## src/rtl/serial_divider_pkg.sv

```systemverilog
// Shared definitions for the serial divider: op encodings, FSM states, default width.
package serial_divider_pkg;

  localparam int DEFAULT_XLEN = 32;

  typedef enum logic [1:0] {
    OP_DIV  = 2'b00,
    OP_DIVU = 2'b01,
    OP_REM  = 2'b10,
    OP_REMU = 2'b11
  } op_e;

  typedef enum logic [1:0] {
    S_IDLE = 2'b00,
    S_CALC = 2'b01,
    S_FIX  = 2'b10,
    S_DONE = 2'b11
  } state_e;

endpackage

```

## src/rtl/serial_divider_div_step.sv

```systemverilog
// One restoring shift-subtract iteration on magnitudes (purely combinational).
module div_step
  import serial_divider_pkg::*;
#(
  parameter int XLEN = DEFAULT_XLEN
) (
  input  logic [XLEN-1:0] i_rem,
  input  logic [XLEN-1:0] i_quo,
  input  logic [XLEN-1:0] i_dvs,
  output logic [XLEN-1:0] o_rem,
  output logic [XLEN-1:0] o_quo
);

  logic [XLEN:0] w_sh;
  logic [XLEN:0] w_diff;
  logic          w_ge;

  // The shifted partial remainder can reach XLEN+1 bits, so subtract at that width.
  assign w_sh   = {i_rem, i_quo[XLEN-1]};
  assign w_diff = w_sh - {1'b0, i_dvs};
  assign w_ge   = ~w_diff[XLEN];

  assign o_rem = w_ge ? w_diff[XLEN-1:0] : w_sh[XLEN-1:0];
  assign o_quo = {i_quo[XLEN-2:0], w_ge};

endmodule

```

## src/rtl/serial_divider.sv

```systemverilog
// Fixed-latency restoring divider: XLEN CALC cycles, one FIX cycle, one-cycle DONE pulse.
module serial_divider
  import serial_divider_pkg::*;
#(
  parameter int XLEN = DEFAULT_XLEN
) (
  input  logic            clk,
  input  logic            rst_n,
  input  logic            start,
  input  logic [1:0]      op,
  input  logic [XLEN-1:0] dividend,
  input  logic [XLEN-1:0] divisor,
  output logic            busy,
  output logic            done,
  output logic [XLEN-1:0] result,
  output logic [1:0]      dbg_state
);

  localparam int CW = $clog2(XLEN);
  localparam logic [XLEN-1:0] MIN_NEG = {1'b1, {(XLEN-1){1'b0}}};

  state_e          r_state;
  state_e          w_next;
  op_e             r_op;
  logic [CW-1:0]   r_cnt;
  logic [XLEN-1:0] r_dvd;
  logic [XLEN-1:0] r_dvs;
  logic [XLEN-1:0] r_rem;
  logic [XLEN-1:0] r_quo;
  logic [XLEN-1:0] r_result;
  logic            r_dvd_neg;
  logic            r_dvs_neg;

  op_e             w_op_in;
  logic            w_accept;
  logic            w_signed_in;
  logic            w_dvd_neg_in;
  logic            w_dvs_neg_in;
  logic [XLEN-1:0] w_dvd_abs;
  logic [XLEN-1:0] w_dvs_abs;
  logic [XLEN-1:0] w_rem_nxt;
  logic [XLEN-1:0] w_quo_nxt;
  logic            w_is_rem;
  logic            w_div_zero;
  logic            w_overflow;
  logic [XLEN-1:0] w_q_signed;
  logic [XLEN-1:0] w_r_signed;
  logic [XLEN-1:0] w_fix_result;

  assign w_op_in      = op_e'(op);
  assign w_accept     = start && (r_state == S_IDLE || r_state == S_DONE);
  assign w_signed_in  = (w_op_in == OP_DIV) || (w_op_in == OP_REM);
  assign w_dvd_neg_in = w_signed_in & dividend[XLEN-1];
  assign w_dvs_neg_in = w_signed_in & divisor[XLEN-1];
  // -2^(XLEN-1) negates to itself, which is the correct unsigned magnitude.
  assign w_dvd_abs    = w_dvd_neg_in ? (~dividend + XLEN'(1)) : dividend;
  assign w_dvs_abs    = w_dvs_neg_in ? (~divisor + XLEN'(1)) : divisor;

  div_step #(.XLEN(XLEN)) u_step (
    .i_rem (r_rem),
    .i_quo (r_quo),
    .i_dvs (r_dvs),
    .o_rem (w_rem_nxt),
    .o_quo (w_quo_nxt)
  );

  always_ff @(posedge clk) begin
    if (!rst_n) r_state <= S_IDLE;
    else        r_state <= w_next;
  end

  always_comb begin
    w_next = r_state;
    case (r_state)
      S_IDLE: if (w_accept) w_next = S_CALC;
      S_CALC: if (r_cnt == CW'(XLEN-1)) w_next = S_FIX;
      S_FIX:  w_next = S_DONE;
      S_DONE: w_next = w_accept ? S_CALC : S_IDLE;
      default: w_next = S_IDLE;
    endcase
  end

  always_comb begin
    busy = (r_state == S_CALC) || (r_state == S_FIX);
    done = (r_state == S_DONE);
  end

  // Sign fix-up and special cases; the neg flags are only ever set for signed ops.
  assign w_is_rem   = (r_op == OP_REM) || (r_op == OP_REMU);
  assign w_div_zero = (r_dvs == '0);
  assign w_overflow = r_dvd_neg && (r_dvd == MIN_NEG) && r_dvs_neg && (r_dvs == XLEN'(1));
  assign w_q_signed = (r_dvd_neg ^ r_dvs_neg) ? (~r_quo + XLEN'(1)) : r_quo;
  assign w_r_signed = r_dvd_neg ? (~r_rem + XLEN'(1)) : r_rem;

  always_comb begin
    w_fix_result = w_is_rem ? w_r_signed : w_q_signed;
    if (w_div_zero)      w_fix_result = w_is_rem ? r_dvd : '1;
    else if (w_overflow) w_fix_result = w_is_rem ? '0 : MIN_NEG;
  end

  always_ff @(posedge clk) begin
    if (!rst_n) begin
      r_op      <= OP_DIV;
      r_cnt     <= '0;
      r_dvd     <= '0;
      r_dvs     <= '0;
      r_rem     <= '0;
      r_quo     <= '0;
      r_dvd_neg <= 1'b0;
      r_dvs_neg <= 1'b0;
      r_result  <= '0;
    end else begin
      if (w_accept) begin
        r_op      <= w_op_in;
        r_dvd     <= dividend;
        r_dvs     <= w_dvs_abs;
        r_rem     <= '0;
        r_quo     <= w_dvd_abs;
        r_dvd_neg <= w_dvd_neg_in;
        r_dvs_neg <= w_dvs_neg_in;
        r_cnt     <= '0;
      end else if (r_state == S_CALC) begin
        r_rem <= w_rem_nxt;
        r_quo <= w_quo_nxt;
        r_cnt <= r_cnt + CW'(1);
      end
      if (r_state == S_FIX) r_result <= w_fix_result;
    end
  end

  assign result    = r_result;
  assign dbg_state = r_state;

endmodule

```

## config.mk

```make
export PLATFORM = sky130hd
export DESIGN_NAME = serial_divider
export DESIGN_NICKNAME = d
export VERILOG_FILES = /design/src/rtl/serial_divider_pkg.sv /design/src/rtl/serial_divider_div_step.sv /design/src/rtl/serial_divider.sv
export SDC_FILE = /design/constraint.sdc
export NUM_CORES = 1
export LEC_CHECK = 0
export CAP_MARGIN = 20
export CELL_PAD_IN_SITES_DETAIL_PLACEMENT = 1
export CELL_PAD_IN_SITES_GLOBAL_PLACEMENT = 2
export CORE_MARGIN = 2
export CORE_UTILIZATION = 38
export CTS_CLUSTER_DIAMETER = 60
export CTS_CLUSTER_SIZE = 12
export DETAILED_ROUTE_END_ITERATION = 8
export DONT_BUFFER_PORTS = 1
export GPL_TIMING_DRIVEN = 1
export PLACE_DENSITY = 0.78
export SYNTH_ARGS = -nofsm -noshare
export SYNTH_HDL_FRONTEND = slang
export SYNTH_SLANG_ARGS = --single-unit
```

## constraint.sdc

```tcl
create_clock -name clk -period 3.1 [get_ports clk]
set_clock_uncertainty 0.05 [all_clocks]
set_input_delay 0.155 -clock clk [delete_from_list [all_inputs] [get_ports clk]]
set_output_delay 0.155 -clock clk [all_outputs]
set_load 0.02 [all_outputs]
```

==> results of run 1 <==
==> cells by family after synthesis <==
kind of cell / synth area share
buf+inv: 0.0535
xor+xnor: 0.108
flops: 0.287
mux: 0.0415
fa+ha+maj: 0.0460
simple gates: 0.199
compound gates: 0.266
==> Yosys cell counts, drive strengths merged, types with 36 or more instances <==
library cell / instances / area share
a211oi: 59 / 0.037
a21oi: 170 / 0.072
clkbuf: 86 / 0.027
dfxtp: 170 / 0.29
ha: 42 / 0.044
inv: 61 / 0.019
mux2i: 48 / 0.041
nand2: 172 / 0.054
nor2: 152 / 0.049
nor4: 36 / 0.023
o21ai: 129 / 0.055
xnor2: 92 / 0.068
xor2: 53 / 0.040
==> flip-flops by register name, summed over array words and instances, names as in the netlist <==
signal and cells:
dbg_state 2, r_cnt 5, r_dvd 32, r_dvd_neg 1, r_dvs 32, r_dvs_neg 1
r_op 1, r_quo 32, r_rem 32, result 32
==> metal layers <==
metal / share of wire / vias up / track usage
met2: 0.49 / 267 / 0.507
met1: 0.43 / 6045 / 0.354
met4: 0.039 / 0 / 0.116
met5: 0 / - / 0
met3: 0.038 / 79 / 0.0457
li1: - / 5867 / -
==> worst max-delay path by stage <==
stage                                       from                     end  cells past startpoint  slack (ns)
after detailed placement  r_quo[31]$_SDFFE_PN0P_  r_rem[26]$_SDFFE_PP0P_                     15       -0.16
after CTS                 r_quo[31]$_SDFFE_PN0P_   r_rem[9]$_SDFFE_PP0P_                     16       0.009
after global placement    r_quo[31]$_SDFFE_PN0P_  r_rem[28]$_SDFFE_PP0P_                     15       -0.02
after floorplan           r_quo[31]$_SDFFE_PN0P_  r_rem[26]$_SDFFE_PP0P_                     14        0.28
final                     r_dvs[19]$_SDFFE_PN0P_  r_rem[28]$_SDFFE_PP0P_                     14        0.07
after global routing      r_rem[16]$_SDFFE_PP0P_  r_rem[28]$_SDFFE_PP0P_                     13       -0.08
==> power by group <==
part	switching, mW	total, mW	leakage (nW)	internal [mW]
logic	5.71	9.92	3.87	4.21
registers	0.840	3.62	1.39	2.78
clock network	1.01	2.12	0.264	1.11
total	7.56	15.7	5.53	8.11
==> critical path, stage by stage, from the launching register on <==
cell and delay [ns]:
dfxtp_1 0.33, inv_1 0.06, ha_1 0.38, nand2_1 0.15, nor4_2 0.35, o21ai_1 0.16
a21oi_4 0.18, o22ai_4 0.11, o21ai_4 0.15, buf_6 0.14, xor2_4 0.18, buf_12 0.16
clkbuf_16 0.15, mux2i_1 0.08, a211oi_1 0.30
==> metrics by stage <==
step | total power, mW | area, sq um | worst slack, ns | TNS [ns]
4_1_cts | 15.1 | 14400 | 0.00873 | 0
2_1_floorplan | 9.42 | 11900 | 0.276 | 0
3_5_place_dp | 12.5 | 13000 | -0.156 | -3.49
6_report | 15.7 | 14500 | 0.0690 | 0
3_3_place_gp | 12.3 | 13000 | -0.0176 | -0.203
5_1_grt | 16.7 | 14500 | -0.0805 | -0.0818
==> timing repair <==
action	4_1_cts	5_1_grt
hold endpoints to repair	120	0
buffers inserted	5	5
hold buffers	68	0
gates resized for setup	12	21
pin swaps	4	12
endpoints found under the setup margin	32	34
cloned	1	2
==> final cells by class <==
class / instances / area, sq um / area share
Multi-Input combinational cell: 1233 / 8040 / 0.553
Clock inverter: 13 / 120 / 0.00826
Sequential cell: 170 / 3400 / 0.234
Tap cell: 396 / 495 / 0.0341
Timing Repair Buffer: 199 / 1810 / 0.125
Clock buffer: 19 / 433 / 0.0298
Inverter: 62 / 234 / 0.0161
==> impl_metrics.yaml, run 1 <==
cells_and_area:
  antenna_cells: 0
  final_cell_mix: "nand2_1 (172), dfxtp_1 (169), a21oi_1 (166)"
  final_cells: 2092
  layout-drive-gt1-share: 0.129
  n_fill_cell: 3733
  final_common_cell: "nand2_1"
  final_util: 0.474
  nNetsFinal: 1795
  area_growth_pct: 22.6
worst_setup_path:
  rrSetupSlack_ns: 0.07
  arrival_ns: 3.33
  cp-end-kind: "register"
  path_class: "register to register"
  reg2reg_depth: 14
  rr_endpoint: "r_rem[28]$_SDFFE_PP0P_"
  start_kind: "register"
  worstPathMaxFanout: 6
  r2r-start: "r_dvs[19]$_SDFFE_PN0P_"
  cp.required_ns: 3.40
floorplan:
  rows: 64
  start_util: 0.387
  dieHeight_um: 181
  die_w_um: 181
  die_area_sq_mm: 0.0326
  io_pins: 105
  core_sq_mm: 0.0307
outcome:
  outcome: "complete, no violations"
placed_design:
  io_buffers: 0
  hpwl_mm: 35.2
  place_inst: 1980
  gp_congestion: 0.907
grt:
  track_usage: 0.290
  antenna_found_initial: 0
  gr-total-overflow: 0
  grt_pass1_vias: 12700
  grt_start_max_net_pins: 102
  grt_pass1_wl_mm: 74.1
drt:
  drc: 0
  vias: 12300
  ant_nets: 0
  vias_per_cell: 5.86
  dr.pass1.iters: 4
  drt_iter0_drc: 586
  routed_wl_mm: 47.8
  wl_per_cell_um: 22.9
synth:
  synthesis.instances: 1564
  yosys_warnings: 0
  synth_area_per_cell_sq_um: 7.58
  netlist_area_sq_mm: 0.0119
  ys_seq_elements: 170
  ys_seq_area_frac: 0.287
  synthFlopType: "dfxtp_1"
  synth_edf_count: 0
  syn-num-nets: 1676
  ys_types: 82
  ys_async_sr_fraction: 0
clock_tree:
  clock_latency_ns: 0.45
  htree_levels: 4
  cts.sinks: 170
  clockBufferDepth: 2
  path_clk_slew_ns: 0.08
  cts_root_buf: "clkbuf_16"
  numCtsBuffers: 17
  cts_tree: "built"
sta:
  max_freq_mhz: 330
  min_period_ns: 3.03
  slew_violations: 0
  hold_slack_ns: 0.00804
  tightest_slew_ns: 1.16
  slew_headroom: 0.223
  hold_viol_final: 0
  fin_crit_sh: 0.978
  setup_viol: 0
power:
  peakVddDrop_uv: 502
  p_leak_nw: 5.53
  power.density_mw_per_mm2: 1080
hold_path:
  hold_class: "input port to register"
  hold_path.startpoint: "start"
  min_path_cells: 2
  min_to: "dbg_state[0]$_SDFFE_PN0P_"
flow_run:
  maxCapViolCount: 0
Note: power is estimated with default switching activity, not from simulation.
==> run 2, diff against run 1 <==
==> constraint.sdc (replaced) <==
create_clock -name clk -period 3.2 [get_ports clk]
set_clock_uncertainty 0.05 [all_clocks]
set_input_delay 0.16 -clock clk [delete_from_list [all_inputs] [get_ports clk]]
set_output_delay 0.16 -clock clk [all_outputs]
set_load 0.02 [all_outputs]
==> impl_metrics.yaml, run 2 (synthesis results as in run 1) <==
outcome:
  outcome: "finished, violations left"
  violations: "hold timing"
sta:
  tightest_slew_ns: 1.05
  slew_violations: 0
  max_freq_mhz: 327
  setup_viol: 0
  slew_headroom: 0.301
  fin_crit_sh: 0.955
  hold_slack_ns: -0.0130
  min_period_ns: 3.06
  hold_viol_final: 2
clock_tree:
  cts.sinks: 170
  numCtsBuffers: 17
  htree_levels: 4
  cts_root_buf: "clkbuf_16"
  clock_latency_ns: 0.45
  path_clk_slew_ns: 0.07
  cts_tree: "built"
  clockBufferDepth: 2
grt:
  grt_use_met3: 0.0457
  antenna_found_initial: 0
  grt_pass1_vias: 12500
  grt-busiest-layer: "met2"
  grt_start_max_net_pins: 102
  grtUsageMet2: 0.494
  grt_pass1_wl_mm: 72.4
  grt.met1_usage: 0.349
  track_usage: 0.283
  gr-total-overflow: 0
drt:
  vias: 12100
  wl_per_cell_um: 22.8
  vias_per_cell: 5.88
  ant_nets: 0
  dr.pass1.iters: 5
  drt_iter0_drc: 644
  drc: 0
  routed_wl_mm: 47.0
floorplan:
  die_w_um: 181
  start_util: 0.387
  die_area_sq_mm: 0.0326
  dieHeight_um: 181
  io_pins: 105
  core_sq_mm: 0.0307
  rows: 64
cells_and_area:
  area_growth_pct: 20.1
  layout-drive-gt1-share: 0.107
  nNetsFinal: 1766
  antenna_cells: 0
  final_cell_mix: "nand2_1 (172), dfxtp_1 (169), a21oi_1 (168)"
  final_common_cell: "nand2_1"
placed_design:
  hpwl_mm: 34.8
  io_buffers: 0
  gp_congestion: 0.900
hold_path:
  hold_class: "input port to register"
flow_run:
  maxCapViolCount: 0
power:
  p_leak_nw: 5.38
  power.density_mw_per_mm2: 1040
  total_power_mw: 14.8
  peakVddDrop_uv: 416
worst_setup_path:
  cp-end-kind: "register"
  rrSetupSlack_ns: 0.14
  cp.required_ns: 3.46
  start_kind: "register"
  path_class: "register to register"
  worstPathMaxFanout: 5
  arrival_ns: 3.32
run 2: changes by cell type in the layout (fill, tap and decap cells not counted), sizes merged:
cell	change
clkinvlp	+1
inv	+7
clkbuf	-2
clkinv	-6
buf	-29
run 2: path summary, 6_finish.rpt:
path                          startpoint                endpoint  cells after the start
hold reg to reg   r_dvd[27]$_SDFFE_PN0P_  r_dvd[27]$_SDFFE_PN0P_                      2
hold / removal               divisor[16]  r_dvs[16]$_SDFFE_PN0P_                      2
setup / recovery  r_quo[31]$_SDFFE_PN0P_  r_rem[20]$_SDFFE_PP0P_                     15
setup reg to reg  r_quo[31]$_SDFFE_PN0P_  r_rem[20]$_SDFFE_PP0P_                     15
run 2: critical path, cell delays in order (launching register included):
cell and delay (ns):
dfxtp_1 0.33, inv_1 0.06, ha_1 0.21, fa_2 0.39, nor2b_4 0.15, o31ai_2 0.10, a31o_1 0.24, a21oi_2 0.23
o22ai_4 0.11, o21ai_4 0.17, buf_6 0.13, xor2_4 0.16, buf_12 0.15, clkbuf_16 0.15, mux2i_1 0.20, a21oi_1 0.09
run 2: metal layers:
layer	part of all wire	vias up
li1	-	5809
met5	0	-
met3	0.038	81
met2	0.49	236
met1	0.43	6011
met4	0.037	0
run 2: per-stage QoR:
step	setup WS [ns]	area (sq um)	setup TNS, ns	utilization	instances
after global routing	-0.00796	14200	-0.0256	0.464	2063
final	0.142	14200	0	0.464	2063
after global placement	0.0931	12800	0	0.417	1956
after floorplan	0.376	11900	0	-	1564
after CTS	-0.0145	14100	-0.0145	0.458	2056
after detailed placement	0.0260	12800	0	0.417	1956
run 2: where the power goes:
part           total [mW]  internal (mW)  switching (mW)  leakage (nW)
clock                2.14           1.10            1.03         0.273
combinational        9.12           3.79            5.34          3.71
sequential           3.53           2.69           0.836          1.39
run 2: area by class of cell:
type                    instances  area (sq um)
clock buffers                  17           425
flip-flops and latches        170          3400
clock inverters                15           153
inverters                      62           234
repair buffers                170          1580
well taps                     396           495
fillers                      3734         16400
multi-input cells            1233          7950
run 2: repair_timing:
item,in CTS,in global routing
hold endpoints to repair,112,0
setup endpoints to repair,1,32
buffers inserted,0,4
gates resized for setup,0,17
hold buffers,68,0
pin swaps,0,4
cloned,0,3
==> run 3, diff against run 2 <==
--- a/config.mk
+++ b/config.mk
@@ -5,17 +5,18 @@
 export SDC_FILE = /design/constraint.sdc
 export NUM_CORES = 1
 export LEC_CHECK = 0
+export ABC_AREA = 1
 export CAP_MARGIN = 20
 export CELL_PAD_IN_SITES_DETAIL_PLACEMENT = 1
 export CELL_PAD_IN_SITES_GLOBAL_PLACEMENT = 2
 export CORE_MARGIN = 2
-export CORE_UTILIZATION = 38
+export CORE_UTILIZATION = 34
 export CTS_CLUSTER_DIAMETER = 60
 export CTS_CLUSTER_SIZE = 12
 export DETAILED_ROUTE_END_ITERATION = 8
 export DONT_BUFFER_PORTS = 1
 export GPL_TIMING_DRIVEN = 1
-export PLACE_DENSITY = 0.78
+export PLACE_DENSITY = 0.77
 export SYNTH_ARGS = -nofsm -noshare
 export SYNTH_HDL_FRONTEND = slang
 export SYNTH_SLANG_ARGS = --single-unit
==> impl_metrics.yaml, run 3 <==
drt:
  dr.pass1.iters: 5
  vias: 15300
  drc: 0
  vias_per_cell: 5.31
  routed_wl_mm: 55.0
  drt_iter0_drc: 904
  wl_per_cell_um: 19.0
  ant_nets: 0
hold_path:
  min_path_cells: 4
  hold_class: "input port to register"
  min_to: "r_dvd[2]$_SDFFE_PN0P_"
  hold_path.startpoint: "dividend[2]"
clock_tree:
  htree_levels: 4
  cts_tree: "built"
  hold_buffers: 75
  cts_setup_buffers: 0
  clock_latency_ns: 0.46
  cts_root_buf: "clkbuf_16"
  clockBufferDepth: 2
  cts_resized: 0
  path_clk_slew_ns: 0.07
  numCtsBuffers: 17
  cts.sinks: 170
synth:
  yosys.area.top_type: "dfxtp_1"
  synthFlopType: "dfxtp_1"
  ys_seq_area_frac: 0.251
  ys_async_sr_fraction: 0
  netlist_area_sq_mm: 0.0135
  ys_seq_elements: 170
  syn-num-nets: 2426
  ys_types: 59
  synthTopCellsByArea: "dfxtp_1 (25%), nand2_1 (17%), inv_1 (9.8%)"
  synth_top_area_frac: 0.251
  yosys_warnings: 0
  yosysMostFrequentCell: "nand2_1"
  synthesis.instances: 2314
  synth_common_cells: "nand2_1 (621), inv_1 (355), nor2_1 (204), nand3_1 (203), o21ai_0 (178)"
  synth_area_per_cell_sq_um: 5.85
  synth_edf_count: 0
power:
  seq_power_share: 0.263
  total_power_mw: 12.9
  internal-power_mw: 6.13
  p_switching_mw: 6.72
  combinationalPowerShare: 0.562
  switching_share: 0.523
  p_leak_nw: 7.26
  power.density_mw_per_mm2: 836
  p_clk_frac: 0.175
  peakVddDrop_uv: 464
sta:
  fin_crit_sh: 0.949
  tightest_slew_ns: 1.00
  slew_headroom: 0.330
  setup_viol: 0
  hold_viol_final: 0
  finalSetupTns_ns: 0
  rsz0062_at_grt: "no"
  max_freq_mhz: 329
  slew_violations: 0
  min_period_ns: 3.04
cells_and_area:
  final_util: 0.389
  layout-drive-gt1-share: 0.0478
  nNetsFinal: 2461
  n_fill_cell: 5361
  antenna_cells: 0
  area_growth_pct: 13.6
  final_cell_mix: "nand2_1 (621), inv_1 (353), nand3_1 (203)"
  final_common_cell: "nand2_1"
  final_cells: 2887
worst_setup_path:
  path_class: "register to register"
  start_kind: "register"
  critPathLaunch: "dbg_state[1]$_SDFFE_PN0P_"
  reg2reg_depth: 9
  worstPathMaxFanout: 20
  arrival_ns: 3.37
  rr_endpoint: "r_dvs[3]$_SDFFE_PN0P_"
  rrSetupSlack_ns: 0.16
  cp.required_ns: 3.53
  cp-end-kind: "register"
  r2r-start: "dbg_state[1]$_SDFFE_PN0P_"
grt:
  antenna_found_initial: 1
  gr-total-overflow: 0
  grt_start_max_net_pins: 81
  grt_pass1_wl_mm: 86.3
  grt_pass1_vias: 15500
  track_usage: 0.267
floorplan:
  dieHeight_um: 204
  rows: 73
  start_util: 0.342
  io_pins: 105
  die_area_sq_mm: 0.0414
  die_w_um: 204
  core_sq_mm: 0.0395
placed_design:
  hpwl_mm: 43.0
  io_buffers: 0
  gp_congestion: 0.886
  place_inst: 2780
flow_run:
  maxCapViolCount: 0
outcome:
  outcome: "complete, no violations"
==> run 3: cell types whose count changed after synthesis, moves of 35 or more <==
cell / delta
a211oi_1: -46
inv_1: +294
mux2i_1: -48
nand2_1: +449
nand3_1: +182
nor2_1: +53
o21ai_0: +62
o22ai_1: +35
xnor2_1: -85
==> run 3: power by group through the flow <==
stage | sequential [mW] | clock, mW | combinational, mW
2_1_floorplan | 3.18 | 0 | 5.04
3_3_place_gp | 3.42 | 0 | 6.86
3_5_place_dp | 3.42 | 0 | 7.02
4_1_cts | 3.38 | 2.29 | 7.19
5_1_grt | 3.45 | 2.37 | 8.13
6_report | 3.38 | 2.24 | 7.23
==> run 3: per-stage QoR <==
stage | cell area (sq um) | worst slack, ns | hold slack, ns
2_1_floorplan | 13500 | 0.931 | 0.223
3_3_place_gp | 14000 | 0.586 | 0.233
3_5_place_dp | 14000 | 0.493 | 0.238
4_1_cts | 15400 | 0.167 | 0.00377
5_1_grt | 15400 | 0.00706 | 0.0391
6_report | 15400 | 0.164 | 0.0210
==> run 3: worst max-delay path: stages (launching register included) <==
cell and delay, ns:
dfxtp_1 0.49, inv_1 0.14, ha_1 0.43, nor2_4 0.33
inv_2 0.19, nor2_2 0.17, buf_4 0.32, o21ai_0 0.13
dlygate4sd3_1 0.58, o22ai_1 0.11
==> run 3: worst max path at each step <==
stage | endpoint | slack [ns] | depth (start not counted)
after global routing | r_dvs[3]$_SDFFE_PN0P_ | 0.007 | 9
after floorplan | r_dvs[5]$_SDFFE_PN0P_ | 0.93 | 9
after detailed placement | r_rem[27]$_SDFFE_PP0P_ | 0.49 | 18
after global placement | r_rem[27]$_SDFFE_PP0P_ | 0.59 | 18
after CTS | r_dvs[3]$_SDFFE_PN0P_ | 0.17 | 9
final | r_dvs[3]$_SDFFE_PN0P_ | 0.16 | 9
==> run 3: cell type report <==
type / count / area (sq um) / area share
multi-input cells: 1690 / 8330 / 0.542
inverters: 365 / 1370 / 0.0891
well taps: 525 / 657 / 0.0427
repair buffers: 105 / 1010 / 0.0654
clock inverters: 9 / 136 / 0.00887
flip-flops and latches: 170 / 3400 / 0.221
clock buffers: 23 / 478 / 0.0311
==> run 3: layer usage <==
metal	global-route usage	vias up	routed length, um
li1	-	7596	-
met1	0.375	7427	26900
met2	0.431	280	25000
met3	0.0476	35	2490
met4	0.0490	2	514
met5	0	-	12
==> run 3: cells by family (layout without fill, tap and decap cells) <==
group,after synthesis,in the layout,share of synthesized area
flip-flops,170,170,0.251
AO/OA/AOI/OAI,457,457,0.189
buffers and inverters,454,502,0.134
adder cells (fa/ha/maj),43,43,0.0403
XOR/XNOR,27,27,0.0175
AND/OR/NAND/NOR,1163,1163,0.368
